[src/rtl/int32_to_fp32.sv]
// Multi-cycle 32-bit integer (signed/unsigned) to IEEE-754 single-precision converter.
// Optional ROUND_NEAREST_EN selects round-to-nearest-even; otherwise the result is truncated.
module int32_to_fp32 #(
    parameter int BITS_PER_CYCLE = 1
) (
    input  logic        clk,
    input  logic        rst_n,
    input  logic        in_valid,
    output logic        in_ready,
    input  logic [31:0] in_data,
    input  logic        in_signed,
    output logic        out_valid,
    input  logic        out_ready,
    output logic [31:0] out_data,
    output logic        busy
);

    typedef enum logic [1:0] {IDLE, NORM, ROUND, DONE} state_t;

    state_t      state, state_nxt;
    logic        sign_q;
    logic [31:0] mag_q;
    logic [7:0]  exp_q;
    logic [31:0] out_data_q;

    logic signed [31:0] in_data_s;
    logic               in_neg;
    logic [31:0]        in_mag;
    logic               accept;
    logic [3:0]         norm_sh;
    logic               lead_one;
    logic               round_up;

    // Negating 0x80000000 wraps back to itself, which is the correct magnitude 2^31.
    assign in_data_s = in_data;
    assign in_neg    = in_signed & in_data[31];
    assign in_mag    = in_neg ? 32'(-in_data_s) : in_data;
    assign accept    = in_valid && in_ready;

    function automatic logic [30:0] round_pack(input logic [7:0] e, input logic [22:0] frac,
                                               input logic inc);
        // A carry out of the fraction ripples into the exponent and clears the fraction.
        return {e, frac} + {30'd0, inc};
    endfunction

`ifdef ROUND_NEAREST_EN
    function automatic logic rne_round_up(input logic lsb, input logic guard, input logic sticky);
        return guard & (sticky | lsb);
    endfunction

    assign round_up = rne_round_up(mag_q[8], mag_q[7], |mag_q[6:0]);
`else
    logic unused_grs;
    assign round_up   = 1'b0;
    assign unused_grs = ^mag_q[7:0];
`endif

    // Shift amount for this NORM cycle: leading zeros, capped at BITS_PER_CYCLE.
    always_comb begin
        norm_sh  = '0;
        lead_one = 1'b0;
        for (int i = 0; i < BITS_PER_CYCLE; i++) begin
            if (mag_q[31-i])
                lead_one = 1'b1;
            else if (!lead_one)
                norm_sh = norm_sh + 4'd1;
        end
    end

    always_ff @(posedge clk or negedge rst_n) begin
        if (!rst_n)
            state <= IDLE;
        else
            state <= state_nxt;
    end

    always_comb begin
        state_nxt = state;
        unique case (state)
            IDLE:    if (accept) state_nxt = (in_mag == 32'd0) ? DONE : NORM;
            NORM:    if (mag_q[31]) state_nxt = ROUND;
            ROUND:   state_nxt = DONE;
            DONE:    if (out_ready) state_nxt = IDLE;
            default: state_nxt = IDLE;
        endcase
    end

    always_comb begin
        in_ready  = (state == IDLE);
        out_valid = (state == DONE);
        busy      = (state != IDLE);
        out_data  = out_data_q;
    end

    always_ff @(posedge clk or negedge rst_n) begin
        if (!rst_n) begin
            sign_q     <= 1'b0;
            mag_q      <= '0;
            exp_q      <= '0;
            out_data_q <= '0;
        end else begin
            unique case (state)
                IDLE: begin
                    if (accept) begin
                        sign_q <= in_neg;
                        mag_q  <= in_mag;
                        exp_q  <= 8'd158;
                        if (in_mag == 32'd0)
                            out_data_q <= '0;
                    end
                end
                NORM: begin
                    if (!mag_q[31]) begin
                        mag_q <= mag_q << norm_sh;
                        exp_q <= exp_q - {4'd0, norm_sh};
                    end
                end
                ROUND: begin
                    out_data_q <= {sign_q, round_pack(exp_q, mag_q[30:8], round_up)};
                end
                default: ;
            endcase
        end
    end

endmodule
[config.mk]
export PLATFORM = sky130hd
export DESIGN_NAME = int32_to_fp32
export DESIGN_NICKNAME = d
export VERILOG_FILES = /design/src/rtl/int32_to_fp32.sv
export SDC_FILE = /design/constraint.sdc
export NUM_CORES = 1
export LEC_CHECK = 0
export CAP_MARGIN = 20
export CORE_MARGIN = 1.5
export CORE_UTILIZATION = 40
export DETAILED_ROUTE_END_ITERATION = 10
export MAX_ROUTING_LAYER = met4
export SLEW_MARGIN = 40
export SYNTH_ARGS = -nofsm -noshare
export SYNTH_HDL_FRONTEND = slang
export SYNTH_SLANG_ARGS = --single-unit
[constraint.sdc]
create_clock -name clk -period 2.8 [get_ports clk]
set_input_delay 0.56 -clock clk [delete_from_list [all_inputs] [get_ports clk]]
set_output_delay 0.56 -clock clk [all_outputs]
set_load 0.02 [all_outputs]
; ---- After elaboration in Yosys (flattened, before gate mapping)
; Index checks and enable logic that the tools add are counted.
[classes]
n_addsub = 2
reduce_logical = 11
shift = 1
mux = 16
n_bitwise = 1
eq_ne = 8
[ops]
columns = op, count
row1 = 2-to-1 mux 32 bit, 5
row2 = one-hot mux 32 bit (2 select lines), 2
row3 = logical NOT 32 bit, 1
row4 = negator 32 bit, 1
row5 = << shifter 32 x 1 -> 32 bit, 1
row6 = 2-to-1 mux 8 bit, 2
row7 = one-hot mux 8 bit (2 select lines), 1
row8 = AND reduction 3 bit, 3
row9 = 2-to-1 mux 2 bit, 4
row10 = one-hot mux 2 bit (4 select lines), 1
row11 = subtractor 8 x 1 -> 8 bit, 1
row12 = != test 2 x 1 -> 1 bit (second input constant), 3
row13 = nonzero test 2 bit, 3
row14 = == test 2 bit (second input constant), 2
row15 = != test 2 bit (second input constant), 2
row16 = AND reduction 2 bit, 2
row17 = == test 2 x 1 -> 1 bit (second input constant), 1
row18 = logical NOT 2 bit, 1
row19 = AND 1 bit, 1
row20 = logical AND 1 bit, 1
row21 = 2-to-1 mux 1 bit, 1
[totals]
reg_bits = 75

; ---- Longest topological paths before layout
[depth]
depth_word = 6
mapped_depth = 14
depth_no_buf = 10

; ---- Worst setup path before layout
; No wires, ideal clock.
[synth_path]
path_kind = input-to-reg
startpoint = input in_data[0]
endpoint = register out_data_q[0] (netlist: out_data[0])
path_buffers = 4
arrival_time_ns = 3.306
cell_stages = 14
setup_slack_ns = -0.586
t_required_ns = 2.720
setup_ns = 0.080
path_cell_list = inv_1 > ha_1 > nor3b_1 > clkbuf_1 > nand4_1 > o31ai_1 > xor2_1 > o2111ai_1 > or4_1 > buf_2 > or2_1 > buf_6 > buf_6 > o211ai_2
[synth_between]
elab_chain_cells = 5
[synth_rtl]
columns = element, line
row1 = from (decl), 10  ; input logic [31:0] in_data,
row2 = negator 32 bit, 37  ; assign in_mag = in_neg ? 32'(-in_data_s) : in_data;
row3 = 2-to-1 mux 32 bit *, 37
row4 = logical NOT 32 bit *, 108  ; if (in_mag == 32'd0)
row5 = != test 2 x 1 -> 1 bit (no source line) *, --
row6 = AND reduction 3 bit (no source line) *, --
row7 = to (signal assigned), 119  ; out_data_q <= {sign_q, round_pack(exp_q, mag_q[30:8], round_up)};
row8 = to (decl), 24  ; logic [31:0] out_data_q;
; Mark *: on every way between the ends. The rest lies on a longest branch, timed or not.
; A chain may end at the register's enable or synchronous reset.

; ---- Worst setup path after layout
[layout_path]
startpoint = input in_data[5]
endpoint = register out_data_q[24] (netlist: out_data[24])
; The elaborated chain is that of the path after synthesis.

==> impl_metrics.json <==
{
  "outcome": "finished, violations left",
  "violations": "setup timing",
  "rsz0062_at_grt": "yes",
  "fp-row-count": 41,
  "avgRoutedWirePerCell_um": 19.2,
  "cp_max_fo": 5,
  "yosysWarnings": 0,
  "cp.arrival_ns": 3.47,
  "place_ws_ns": -1.05,
  "vias_per_cell": 5.92,
  "initial_core_util": 0.410,
  "netlist_area_um2": 5150,
  "p_per_area_nw_per_um2": 913,
  "ir_drop_mv": 0.468,
  "synth_ff_type": "dfrtp_1",
  "slew_violations": 0,
  "hold_class": "in2async",
  "vias": 5473,
  "place_area_um2": 6730,
  "nets": 794,
  "setup_ws_ns": -0.423,
  "port_buffers": 71,
  "grt_antenna_before_repair": 0,
  "seq_area_frac_synth": 0.365,
  "drc": 0,
  "synth.area.top_cells": "dfrtp_1 36%, o211ai_2 7.0%, o221ai_1 6.8%",
  "drtAntennaViolNets": 0,
  "fin_crit_sh": 1.15,
  "grt_pass1_wl_um": 27000,
  "setup.worst_path.class": "in2reg",
  "max_freq_mhz": 310,
  "h-tree-depth": 3,
  "nFillCells": 1087,
  "synth_top_cell_area_share": 0.365,
  "min_period_ns": 3.22,
  "cts.sinks": 75,
  "antennaDiodeCount": 0,
  "grt_pass1_vias": 5219,
  "syn_to_final_growth_pct": 50.4,
  "synth_most_common_cell": "nand2_1",
  "p_leak_nw": 3.06,
  "synthArstFlopShare": 1.00,
  "syn_area_per_cell_um2": 8.86,
  "drive_gt1_frac": 0.351,
  "cts_buffer_depth": 2,
  "fin_area_um2": 7740,
  "core_um2": 12600,
  "die_w_um": 116,
  "die_y_um": 116,
  "place.gp.congestion": 0.876,
  "cts.reportedPaths.clkPinSlew_ns": 0.06,
  "finalWirelength_um": 17800,
  "drtIter0Drc": 420,
  "start_kind": "primary input",
  "synth-seq-cells": 75,
  "relSlewSlack": 0.542,
  "cap_violations": 0,
  "grtUsageTotal": 0.264,
  "rrSetupSlack_ns": 0.01,
  "clockRootBuffer": "clkbuf_16",
  "required_ns": 3.05,
  "finalSetupViolCount": 33,
  "cts_buffers": 9,
  "synth.distinct_cells": 58,
  "cp-end-kind": "register",
  "netlist_instances": 581,
  "clkLatencyLatePin_ns": 0.34,
  "fin_worst_skew_ns": 0.00664,
  "final_hold_viol_count": 0,
  "synthTopCellsByCount": "80 x nand2_1, 75 x dfrtp_1, 43 x clkbuf_1",
  "place_hpwl_um": 11300,
  "cts_tree": "done",
  "synth-edff-count": 0,
  "die_area_um2": 13600,
  "overflow": 0,
  "worst_pin_slew_ns": 0.687,
  "yosysTopAreaCell": "dfrtp_1",
  "postCtsHoldBufs": 0,
  "pin_count": 72,
  "synth.net_count": 625,
  "grt_start_max_net_pins": 76,
  "drt_first_pass_iters": 5
}
==> critical path, stage by stage <==
cell and delay [ns]:
buf_6 0.09, buf_6 0.11, nor4_4 0.33, and4_4 0.32, buf_4 0.14, a31oi_1 0.08
xnor2_1 0.34, o2111ai_2 0.19, or4_4 0.61, or2_4 0.34, buf_12 0.16, o211ai_1 0.18
==> final timing paths <==
path                                 start           end  depth (start not counted)
worst min register to register    mag_q[3]      mag_q[3]                          2
worst min-delay path                 rst_n  out_data[29]                          1
max in group asynchronous            rst_n     mag_q[21]                          1
worst max register to register    state[1]  out_data[24]                         12
worst max-delay path            in_data[5]  out_data[24]                         12
min in group clk                  mag_q[3]      mag_q[3]                          2
==> per-layer routing <==
metal	share of wire	up-vias	global-route usage
li1	-	2558	-
met1	0.44	2684	0.347
met2	0.49	204	0.423
met3	0.049	27	0.0291
met4	0.020	0	0.0927
met5	0	-	-
==> cell families (layout without fill, tap and decap cells) <==
logic type	count (synthesis)	after routing	share of synthesized area
compound gates	212	212	0.333
simple gates	185	185	0.173
buf+inv	70	242	0.0581
fa+ha+maj	7	7	0.0170
xor+xnor	32	32	0.0544
flops	75	75	0.365
==> state kept, by name (all words and copies together), names as in the netlist <==
register	cells
mag_q	32
out_data	32
exp_q	8
state	2
sign_q	1
==> power by group <==
part | total [W] | switching [W] | internal [W] | leakage (nW)
Combinational | 0.00385 | 0.00213 | 0.00172 | 2.03
Clock | 0.00107 | 0.000435 | 0.000637 | 0.131
Sequential | 0.00215 | 0.000556 | 0.00159 | 0.893
==> per-stage QoR <==
stage	std cells	util	hold WS, ns	power [W]	TNS, ns
CTS	917	0.591	0.281	0.00677	-10.45
floorplan	581	-	0.264	0.00420	-13.42
finish	925	0.616	0.242	0.00707	-12.77
global route	925	0.616	0.299	0.00752	-15.38
global placement	883	0.535	0.466	0.00543	-34.12
detailed placement	883	0.536	0.475	0.00556	-34.89
==> layout by cell type, fill, tap and decap left out, types with 8 or more instances in the layout <==
cell type / netlist / layout
clkbuf_16: 0 / 13
o21ai_0: 28 / 27
clkdlybuf4s50_1: 0 / 48
xnor2_1: 18 / 17
buf_6: 4 / 10
nand3_1: 13 / 13
buf_4: 0 / 124
a22oi_1: 42 / 42
dfrtp_1: 75 / 75
nor3_1: 12 / 8
nor2_1: 33 / 30
xor2_1: 14 / 11
nand2_1: 80 / 79
a21oi_1: 12 / 12
a31oi_1: 14 / 14
o221ai_2: 0 / 22
o211ai_2: 29 / 29
o21a_1: 9 / 9
o221ai_1: 40 / 14
inv_1: 14 / 12
==> cell type report <==
cell class / count / area [um^2] / share of cell area
Multi-Input combinational cell: 436 / 3370 / 0.436
Inverter: 15 / 58.8 / 0.00760
Clock buffer: 12 / 256 / 0.0331
Timing Repair Buffer: 213 / 1950 / 0.251
Tap cell: 172 / 215 / 0.0278
Sequential cell: 75 / 1880 / 0.242
Clock inverter: 2 / 12.5 / 0.00162
==> what timing repair did <==
action,in CTS,in global routing
pin swaps,15,44
gates cloned,4,4
buffers inserted,16,5
resized for setup,88,56
setup endpoints to repair,35,35
No activity file was read; power rests on OpenSTA's default activity.
